### src/rtl/sp_ram_arbiter.sv
// ---------------------------------------------------------------------------
// sp_ram_arbiter
//
// Purpose:
//   Two-port round-robin arbiter in front of a single-port synchronous SRAM.
//   Each cycle at most one requester is granted, and its access goes straight
//   to the SRAM pins in that same cycle. The SRAM returns read data one cycle
//   later, so the response (rvalidN_o/rdataN_o) follows the grant by exactly
//   one cycle. Throughput is one access per cycle, in any mix of ports.
//
// Ports:
//   clk, rst_n                 clock, asynchronous active-low reset
//   reqN_i                     port N request (N = 0, 1)
//   addrN_i/weN_i/beN_i/wdataN_i  port N access attributes (don't-care unless granted)
//   gntN_o                     port N granted this cycle (combinational)
//   rvalidN_o                  port N response valid (one cycle after gntN_o)
//   rdataN_o                   port N read data (mem_q_i, valid while rvalidN_o)
//   mem_csn_o/mem_wen_o        SRAM chip select / write enable, active-low
//   mem_a_o/mem_d_o            SRAM address / write data
//   mem_ben_o                  SRAM byte enables, active-low
//   mem_q_i                    SRAM read data, valid one cycle after access
//
// Handshake: a request is accepted in the cycle where reqN_i && gntN_o.
// There is no back-pressure on responses; the requester does not need to
// hold reqN_i after a grant, and a dropped request is simply not served.
// ---------------------------------------------------------------------------
module sp_ram_arbiter #(
    parameter int ADDR_WIDTH = 13,
    parameter int DATA_WIDTH = 32,
    parameter int BE_WIDTH   = DATA_WIDTH / 8
) (
    input  logic                  clk,
    input  logic                  rst_n,

    input  logic                  req0_i,
    input  logic [ADDR_WIDTH-1:0] addr0_i,
    input  logic                  we0_i,
    input  logic [BE_WIDTH-1:0]   be0_i,
    input  logic [DATA_WIDTH-1:0] wdata0_i,
    output logic                  gnt0_o,
    output logic                  rvalid0_o,
    output logic [DATA_WIDTH-1:0] rdata0_o,

    input  logic                  req1_i,
    input  logic [ADDR_WIDTH-1:0] addr1_i,
    input  logic                  we1_i,
    input  logic [BE_WIDTH-1:0]   be1_i,
    input  logic [DATA_WIDTH-1:0] wdata1_i,
    output logic                  gnt1_o,
    output logic                  rvalid1_o,
    output logic [DATA_WIDTH-1:0] rdata1_o,

    output logic                  mem_csn_o,
    output logic                  mem_wen_o,
    output logic [ADDR_WIDTH-1:0] mem_a_o,
    output logic [DATA_WIDTH-1:0] mem_d_o,
    output logic [BE_WIDTH-1:0]   mem_ben_o,
    input  logic [DATA_WIDTH-1:0] mem_q_i
);

    // 1 = port 1 was granted most recently, so port 0 wins the next tie.
    logic last_gnt;
    logic gnt0;
    logic gnt1;
    logic rvalid0_q;
    logic rvalid1_q;

    // Grant decode. Gated with rst_n so nothing reaches the SRAM while the
    // block is held in reset, even though the request inputs may be active.
    always_comb begin
        gnt0 = 1'b0;
        gnt1 = 1'b0;
        if (rst_n) begin
            if (req0_i && (!req1_i || last_gnt)) begin
                gnt0 = 1'b1;
            end else if (req1_i) begin
                gnt1 = 1'b1;
            end
        end
    end

    // SRAM pin drive: granted port's access, otherwise a clean idle pattern.
    always_comb begin
        mem_csn_o = 1'b1;
        mem_wen_o = 1'b1;
        mem_a_o   = '0;
        mem_d_o   = '0;
        mem_ben_o = '1;
        if (gnt0) begin
            mem_csn_o = 1'b0;
            mem_wen_o = ~we0_i;
            mem_a_o   = addr0_i;
            mem_d_o   = wdata0_i;
            mem_ben_o = ~be0_i;
        end else if (gnt1) begin
            mem_csn_o = 1'b0;
            mem_wen_o = ~we1_i;
            mem_a_o   = addr1_i;
            mem_d_o   = wdata1_i;
            mem_ben_o = ~be1_i;
        end
    end

    // Priority state only moves on a grant; idle cycles keep it.
    always_ff @(posedge clk or negedge rst_n) begin
        if (!rst_n) begin
            last_gnt <= 1'b1;
        end else if (gnt0) begin
            last_gnt <= 1'b0;
        end else if (gnt1) begin
            last_gnt <= 1'b1;
        end
    end

    // Response tracking: one cycle behind the grant, matching SRAM latency.
    // Reset clears it, so grants issued just before reset never respond.
    always_ff @(posedge clk or negedge rst_n) begin
        if (!rst_n) begin
            rvalid0_q <= 1'b0;
            rvalid1_q <= 1'b0;
        end else begin
            rvalid0_q <= gnt0;
            rvalid1_q <= gnt1;
        end
    end

    assign gnt0_o    = gnt0;
    assign gnt1_o    = gnt1;
    assign rvalid0_o = rvalid0_q;
    assign rvalid1_o = rvalid1_q;
    assign rdata0_o  = mem_q_i;
    assign rdata1_o  = mem_q_i;

endmodule

### config.mk
export PLATFORM = sky130hd
export DESIGN_NAME = sp_ram_arbiter
export DESIGN_NICKNAME = d
export VERILOG_FILES = /design/src/rtl/sp_ram_arbiter.sv
export SDC_FILE = /design/constraint.sdc
export NUM_CORES = 1
export LEC_CHECK = 0
export BUFFER_PORTS_ARGS = -buffer_cell sky130_fd_sc_hd__clkbuf_2
export CAP_MARGIN = 20
export CORE_ASPECT_RATIO = 0.5
export CORE_MARGIN = 10
export CORE_UTILIZATION = 27
export DETAILED_ROUTE_END_ITERATION = 7
export PLACE_DENSITY = 0.81
export SYNTH_ARGS = -nofsm -noshare
export SYNTH_HDL_FRONTEND = slang
export SYNTH_SLANG_ARGS = --single-unit
### constraint.sdc
create_clock -name clk -period 1.4 [get_ports clk]
set_input_delay 0.28 -clock clk [delete_from_list [all_inputs] [get_ports clk]]
set_output_delay 0.28 -clock clk [all_outputs]
set_load 0.01 [all_outputs]
==> impl_metrics.ini, run 1 <==
[route]
finalWirelength_mm = 7.60
route.vias.total = 2097
drt_first_pass_iters = 4
routed_via_density = 4.97
drc_errors = 0
wl_per_cell_um = 18.0
drtIter0Drc = 79
ant_nets = 0

[floorplan]
die_h_um = 74.8
io_pins = 255
fp.coreArea_um2 = 5660
die_area_um2 = 9700
rows = 19
start_util_pct = 28.7
die_w_um = 130

[power_and_ir_drop]
power.leakage_nw = 1.34
ir_drop_mv = 0.396
finalPower_mw = 1.66
power_density_nw_per_um2 = 609

[cts]
cts_sinks = 3
cts_buffers = 3
cts_buffer_depth = 2
clk_latency_ns = 0.22
root_buffer = clkbuf_16
cts_hold_buffers = 0
cts_tree = done
path_clk_slew_ns = 0.03
htree_levels = 1

[yosys]
yosysWarnings = 0
syn_area_per_cell_um2 = 6.36
ys_ff_latch = 3
synth_cells = 255
synth_area_um2 = 1620
seq_area_frac_synth_pct = 4.70
syn_nets = 391
ys_types = 21

[sta]
finalSetupViolCount = 52
max_clock_freq_mhz = 553
fin_crit_ns = 1.81
hold_viol_final = 0
fin_ws_ns = -0.407
slew_violations = 0
max-slew-margin-rel_pct = 82.5
rsz0062_at_grt = yes
fin_skew_ns = 0.00218
setup_tns_ns = -18.68
period_share_pct = 129
tightest_slew_ns = 0.263

[placed_design]
hpwl_mm = 6.09
io_buffer_count = 158
dpl_cell_area_um2 = 2440
dp.cells = 410
gp_congestion = 0.859
place_ws_ns = -0.169

[grt]
grt_antenna_before_repair = 0
grt_pass1_vias = 2139
grt_remaining_overflow = 0
grt_max_degree = 60
grt.total_usage_pct = 14.0
grt_first_pass_wirelength_mm = 11.2

[worst_setup_path]
critPathKind = flop to output pin
critPathRequiredTime_ns = 1.12
crit_arrival_ns = 1.53
cp-start-kind = flop
r2r_cells = 4
worst_setup_path_end_kind = output pin
cp_max_fo = 35

[final_layout]
fin_area_um2 = 2720
nFillCells = 549
n_antenna_cell = 0
drive_above_1_share_pct = 68.2
syn2layout_area_growth_pct = 67.6
nets = 486
final_cell_count_no_fill = 422

[run_status]
run_status = complete, but fails checks
violations = setup timing

[worst_hold_path]
worstHoldPathType = primary input to async pin

[job]
maxCapViolations = 0
cell families after synthesis:
group	Yosys count	synth area share [%]
buffers and inverters	95	42.0
AND/OR/NAND/NOR	103	24.2
flip-flops	3	4.70
AO/OA/AOI/OAI	54	29.1
metrics by stage:
stage / util (%) / hold WS, ns
after global routing: 48.1 / 0.0865
after global placement: 43.1 / 0.297
after CTS: 45.9 / 0.0703
after floorplan: - / -0.0156
after detailed placement: 43.1 / 0.303
final: 48.1 / 0.0672
cells in the mapped netlist, drive strengths merged:
cell | number | area, um^2
dfrtp | 2 | 50.1
a31oi | 1 | 6.26
buf | 81 | 589
nand2 | 100 | 375
a21oi | 1 | 5.00
a21bo | 1 | 10.0
o32ai | 45 | 394
dfstp | 1 | 26.3
nor2 | 1 | 3.75
inv | 2 | 7.50
o32a | 5 | 51.3
o21ai | 1 | 5.00
clkbuf | 12 | 85.1
nor3 | 1 | 5.00
nor2b | 1 | 8.76
timing repair:
action,CTS,global route
pin swaps,1,1
buffers inserted,1,5
cloned,1,2
gates resized for setup,7,58
setup endpoints to repair,52,52
cell type report:
type | count | area (um^2) | share of cell area (%)
inverters | 2 | 7.51 | 0.276
clock buffers | 4 | 78.8 | 2.90
well taps | 73 | 91.3 | 3.36
flip-flops and latches | 3 | 76.3 | 2.81
repair buffers | 183 | 1120 | 41.2
multi-input cells | 157 | 1350 | 49.4
power by group:
part | internal, mW | total, mW | switching [mW] | leakage [nW]
registers | 0.101 | 0.112 | 0.0108 | 0.0369
clock network | 0.376 | 0.458 | 0.0821 | 0.0382
logic | 0.531 | 1.09 | 0.555 | 1.27
path summary, 6_finish.rpt:
path,startpoint,endpoint,slack [ns]
worst min register to register,last_gnt,last_gnt,0.69
worst max register to register,last_gnt,rvalid1_o,0.17
max in group asynchronous,rst_n,last_gnt,1.00
worst max-delay path,last_gnt,mem_d_o[27],-0.41
min in group clk,req0_i,last_gnt,0.31
worst min-delay path,rst_n,rvalid1_o,0.07
critical path, stage by stage, from the launching register on:
cell     delay, ns
dfstp_2       0.57
nor2b_4       0.07
buf_12        0.19
o32ai_2       0.28
buf_2         0.18
state kept, by name, indices dropped and copies added (netlist names):
name / cells
rvalid0_o: 1
rvalid1_o: 1
last_gnt: 1
cells in the final DEF (no fill, tap or decap):
master | synthesis | routed
buf_4 | 67 | 12
buf_12 | 0 | 8
a21bo_4 | 0 | 1
o32a_1 | 4 | 4
a31oi_1 | 1 | 1
buf_8 | 1 | 1
dfstp_2 | 1 | 1
dfrtp_1 | 2 | 2
buf_6 | 1 | 4
o32ai_2 | 0 | 35
o32ai_4 | 0 | 10
o21ai_0 | 1 | 1
nor3_4 | 0 | 1
inv_2 | 1 | 1
a21oi_1 | 1 | 1
nor2b_4 | 0 | 1
nand2_1 | 100 | 100
clkbuf_1 | 8 | 1
clkbuf_2 | 0 | 111
nor2_4 | 0 | 1
buf_2 | 12 | 46
clkbuf_16 | 0 | 4
inv_1 | 1 | 1
o32a_2 | 1 | 1
metal layers:
layer	up-vias	share of wire, %	wire length [um]	global-route usage [%]
met4	0	1.7	126	5.20
li1	1017	-	-	-
met1	971	35	2650	15.7
met5	-	0	0	0
met2	89	55	4210	25.7
met3	20	8.0	605	3.36
Note: power is estimated with default switching activity, not from simulation.
==> run 2, diff against run 1 <==
--- a/config.mk
+++ b/config.mk
@@ -12,6 +12,7 @@
 export CORE_UTILIZATION = 27
 export DETAILED_ROUTE_END_ITERATION = 7
 export PLACE_DENSITY = 0.81
+export RECOVER_POWER = 100
 export SYNTH_ARGS = -nofsm -noshare
 export SYNTH_HDL_FRONTEND = slang
 export SYNTH_SLANG_ARGS = --single-unit
==> impl_metrics.ini, run 2 (synthesis gave the netlist of run 1 again) <==
[worst_setup_path]
r2r_cells = 4
worst_setup_path_end_kind = output pin
critPathRequiredTime_ns = 1.12
critPathKind = flop to output pin
crit_arrival_ns = 1.53
r2r-end = rvalid1_o
r2r_slack_ns = 0.17
cp_max_fo = 35
r2r-start = last_gnt
cp-start-kind = flop

[final_layout]
nets = 486
multi_input_area_um2 = 1350
syn2layout_area_growth_pct = 67.3
nFillCells = 550
n_antenna_cell = 0
ff_latch_area_um2 = 76.3
final_cell_count_no_fill = 422
layout_commonest_cell = clkbuf_2
final_cell_mix = clkbuf_2 (110), nand2_1 (100), buf_2 (46)
drive_above_1_share_pct = 67.6

[grt]
grt_pass1_vias = 2139
met1_usage_pct = 15.7
busiest_layer = met2
grt_remaining_overflow = 0
grt_antenna_before_repair = 0
global_route.usage.met2_pct = 25.7
grt_first_pass_wirelength_mm = 11.2
grt_max_degree = 60
grt_use_met3_pct = 3.36
grt.total_usage_pct = 14.0

[route]
drt_first_pass_iters = 4
finalWirelength_mm = 7.61
route.vias.total = 2098
routed_via_density = 4.97
wl_per_cell_um = 18.0
ant_nets = 0
drtIter0Drc = 79
drc_errors = 0

[sta]
fin_crit_ns = 1.81
whs_ns = 0.190
period_share_pct = 129
slew_violations = 0
finalSetupViolCount = 52
fin_ws_ns = -0.407
tightest_slew_ns = 0.523
hold_viol_final = 0
rsz0062_at_grt = yes
max_clock_freq_mhz = 553
max-slew-margin-rel_pct = 65.1
fin_skew_ns = 0.00218

[cts]
htree_levels = 1
path_clk_slew_ns = 0.03
cts_tree = done
root_buffer = clkbuf_16
cts_buffers = 3
cts_buffer_depth = 2
cts_hold_buffers = 0
cts_sinks = 3
clk_latency_ns = 0.22

[placed_design]
gp_congestion = 0.859
dp.cells = 410
hpwl_mm = 6.09
io_buffer_count = 158

[floorplan]
die_w_um = 130
fp.coreArea_um2 = 5660
die_area_um2 = 9700
die_h_um = 74.8
io_pins = 255
rows = 19
start_util_pct = 28.7

[worst_hold_path]
worstHoldPathType = primary input to async pin

[run_status]
violations = setup timing
run_status = complete, but fails checks

[job]
maxCapViolations = 0

[power_and_ir_drop]
power.leakage_nw = 1.34
power_density_nw_per_um2 = 610
ir_drop_mv = 0.396
[run 2: cell count changes in the layout (fill, tap and decap cells not counted)]
cell,before,now
buf_4,12,11
clkbuf_2,111,110
clkbuf_1,1,3
[run 2: routing by layer]
layer  vias up  routed length (um)
met5         -                   0
met4         0                 126
met3        20                 600
met2        89                4220
met1       973                2660
li1       1016                   -
[run 2: how the worst max path moves through the flow]
stage	depth (start not counted)	start	slack, ns	endpoint
3_5_place_dp	4	last_gnt	-0.17	mem_d_o[13]
4_1_cts	4	last_gnt	-0.40	mem_d_o[27]
5_1_grt	4	last_gnt	-0.46	mem_d_o[16]
2_1_floorplan	4	last_gnt	-0.05	mem_a_o[0]
3_3_place_gp	4	last_gnt	-0.14	mem_ben_o[0]
6_report	4	last_gnt	-0.41	mem_d_o[27]
[run 2: where the power goes]
group	internal, mW	leakage [nW]	total (mW)	switching, mW
Combinational	0.529	1.26	1.08	0.556
Clock	0.376	0.0382	0.458	0.0821
Sequential	0.101	0.0369	0.112	0.0108
Total	1.01	1.34	1.66	0.649
[run 2: per-stage QoR]
stage | setup TNS [ns] | utilization [%] | cell area (um^2) | power, mW | setup WS [ns]
2_1_floorplan | -2.35 | - | 2020 | 0.904 | -0.0546
3_3_place_gp | -6.02 | 43.1 | 2440 | 1.07 | -0.137
3_5_place_dp | -6.88 | 43.1 | 2440 | 1.09 | -0.169
4_1_cts | -18.60 | 45.9 | 2590 | 1.60 | -0.402
5_1_grt | -21.38 | 48.0 | 2720 | 1.76 | -0.456
6_report | -18.68 | 48.0 | 2720 | 1.66 | -0.407
[run 2: area by class of cell]
cell class	count	share of cell area [%]
multi-input combinational	157	49.5
timing repair buffer	183	41.1
tap	73	3.36
clock buffer	4	2.90
sequential	3	2.81
inverter	2	0.276
[run 2: timing repair]
| action | CTS | global route |
|---|---|---|
| gates resized for setup | 7 | 58 |
| setup endpoints to repair | 52 | 52 |
| buffers inserted | 1 | 5 |
| endpoints found under the hold margin | 0 | 0 |
| pin swaps | 1 | 1 |
| cloned | 1 | 2 |
[run 2: worst max-delay path, stage by stage, from the launching register on]
cell and delay, ns:
dfstp_2 0.57, nor2b_4 0.07, buf_12 0.19, o32ai_2 0.28
buf_2 0.18
==> run 3, diff against run 2 <==
--- a/config.mk
+++ b/config.mk
@@ -13,6 +13,7 @@
 export DETAILED_ROUTE_END_ITERATION = 7
 export PLACE_DENSITY = 0.81
 export RECOVER_POWER = 100
+export SKIP_LAST_GASP = 1
 export SYNTH_ARGS = -nofsm -noshare
 export SYNTH_HDL_FRONTEND = slang
 export SYNTH_SLANG_ARGS = --single-unit
==> impl_metrics.ini, run 3 (synthesis gave the netlist of run 1 again) <==
[floorplan]
die_area_um2 = 9700
die_h_um = 74.8
fp.coreArea_um2 = 5660
io_pins = 255
die_w_um = 130
rows = 19
start_util_pct = 28.7

[sta]
slew_violations = 0
max_clock_freq_mhz = 553
setup_tns_ns = -18.58
tightest_slew_ns = 0.533
finalSetupViolCount = 53
max-slew-margin-rel_pct = 64.5
fin_skew_ns = 0.00255
hold_viol_final = 0
fin_ws_ns = -0.407
rsz0062_at_grt = yes
fin_crit_ns = 1.81
period_share_pct = 129

[grt]
met1_usage_pct = 15.8
grt_remaining_overflow = 0
grt_use_met3_pct = 3.36
global_route.usage.met2_pct = 25.5
grt.total_usage_pct = 14.0
grt_first_pass_wirelength_mm = 11.2
busiest_layer = met2
grt_pass1_vias = 2136
grt_antenna_before_repair = 0
grt_max_degree = 60

[worst_setup_path]
setup.worst_path.start = last_gnt
r2r-start = last_gnt
critPathKind = flop to output pin
cp-start-kind = flop
critPathRequiredTime_ns = 1.12
worst_setup_path_end_kind = output pin
cp_max_fo = 18
crit_arrival_ns = 1.53

[route]
finalWirelength_mm = 8.00
drc_errors = 0
drt_first_pass_iters = 5
wl_per_cell_um = 18.9
drtIter0Drc = 110
ant_nets = 0
route.vias.total = 2103
routed_via_density = 4.97

[cts]
clk_latency_ns = 0.22
cts_buffer_depth = 2
path_clk_slew_ns = 0.03
htree_levels = 1
cts_sinks = 3
cts_tree = done
cts_buffers = 3
root_buffer = clkbuf_16

[final_layout]
final_cell_mix = clkbuf_2 (116), nand2_1 (100), buf_2 (39)
syn2layout_area_growth_pct = 71.0
final_util_pct = 49.0
drive_above_1_share_pct = 67.7
fin_area_um2 = 2780
layout_commonest_cell = clkbuf_2
n_antenna_cell = 0
nets = 487

[placed_design]
gp_congestion = 0.859
dpl_cell_area_um2 = 2440
io_buffer_count = 158
hpwl_mm = 6.09

[power_and_ir_drop]
finalPower_mw = 1.71
power.leakage_nw = 1.35
power_density_nw_per_um2 = 615
ir_drop_mv = 0.391

[run_status]
violations = setup timing
run_status = complete, but fails checks

[worst_hold_path]
worstHoldPathType = primary input to async pin

[job]
maxCapViolations = 0
[run 3: metal layers]
layer	share of wire, %	routed length, um
met5	0	0
met4	1.7	136
met3	7.0	557
met2	54	4340
met1	37	2960
[run 3: what timing repair did]
item,in CTS,in global routing
gates cloned,1,4
hold buffers,0,0
setup buffers,1,3
resized for setup,5,51
pin swaps,0,13
setup endpoints to repair,52,52
[run 3: worst max-delay path, stage by stage (launching register included)]
cell     delay, ns
dfstp_2       0.57
nor2b_4       0.09
buf_12        0.18
o32ai_2       0.27
buf_2         0.18
[run 3: cell type report]
cell class                      count  area, um^2
Timing Repair Buffer              184        1160
Multi-Input combinational cell    157        1360
Inverter                            2        7.51
Sequential cell                     3        76.3
Tap cell                           73        91.3
Fill cell                         548        2880
Clock buffer                        4        78.8
[run 3: per-stage QoR]
stage          hold WS [ns]  cells  setup WS [ns]
6_report              0.195    423         -0.407
5_1_grt               0.236    423         -0.439
4_1_cts              0.0703    416         -0.403
3_5_place_dp          0.303    410         -0.169
3_3_place_gp          0.297    410         -0.137
2_1_floorplan       -0.0156    255        -0.0546
[run 3: path summary, 6_finish.rpt]
check / endpoint / slack, ns / cells after the start
max: mem_d_o[27] / -0.41 / 4
min: rvalid1_o / 0.20 / 2
max reg2reg: rvalid1_o / -0.01 / 5
min reg2reg: last_gnt / 0.69 / 3
max in group asynchronous: rvalid0_o / 0.85 / 2
min in group clk: last_gnt / 0.31 / 2
[run 3: where the power goes]
group	total [mW]	switching (mW)	internal (mW)	leakage, nW
Clock	0.458	0.0813	0.376	0.0382
Combinational	1.14	0.579	0.559	1.27
Sequential	0.112	0.0106	0.101	0.0369
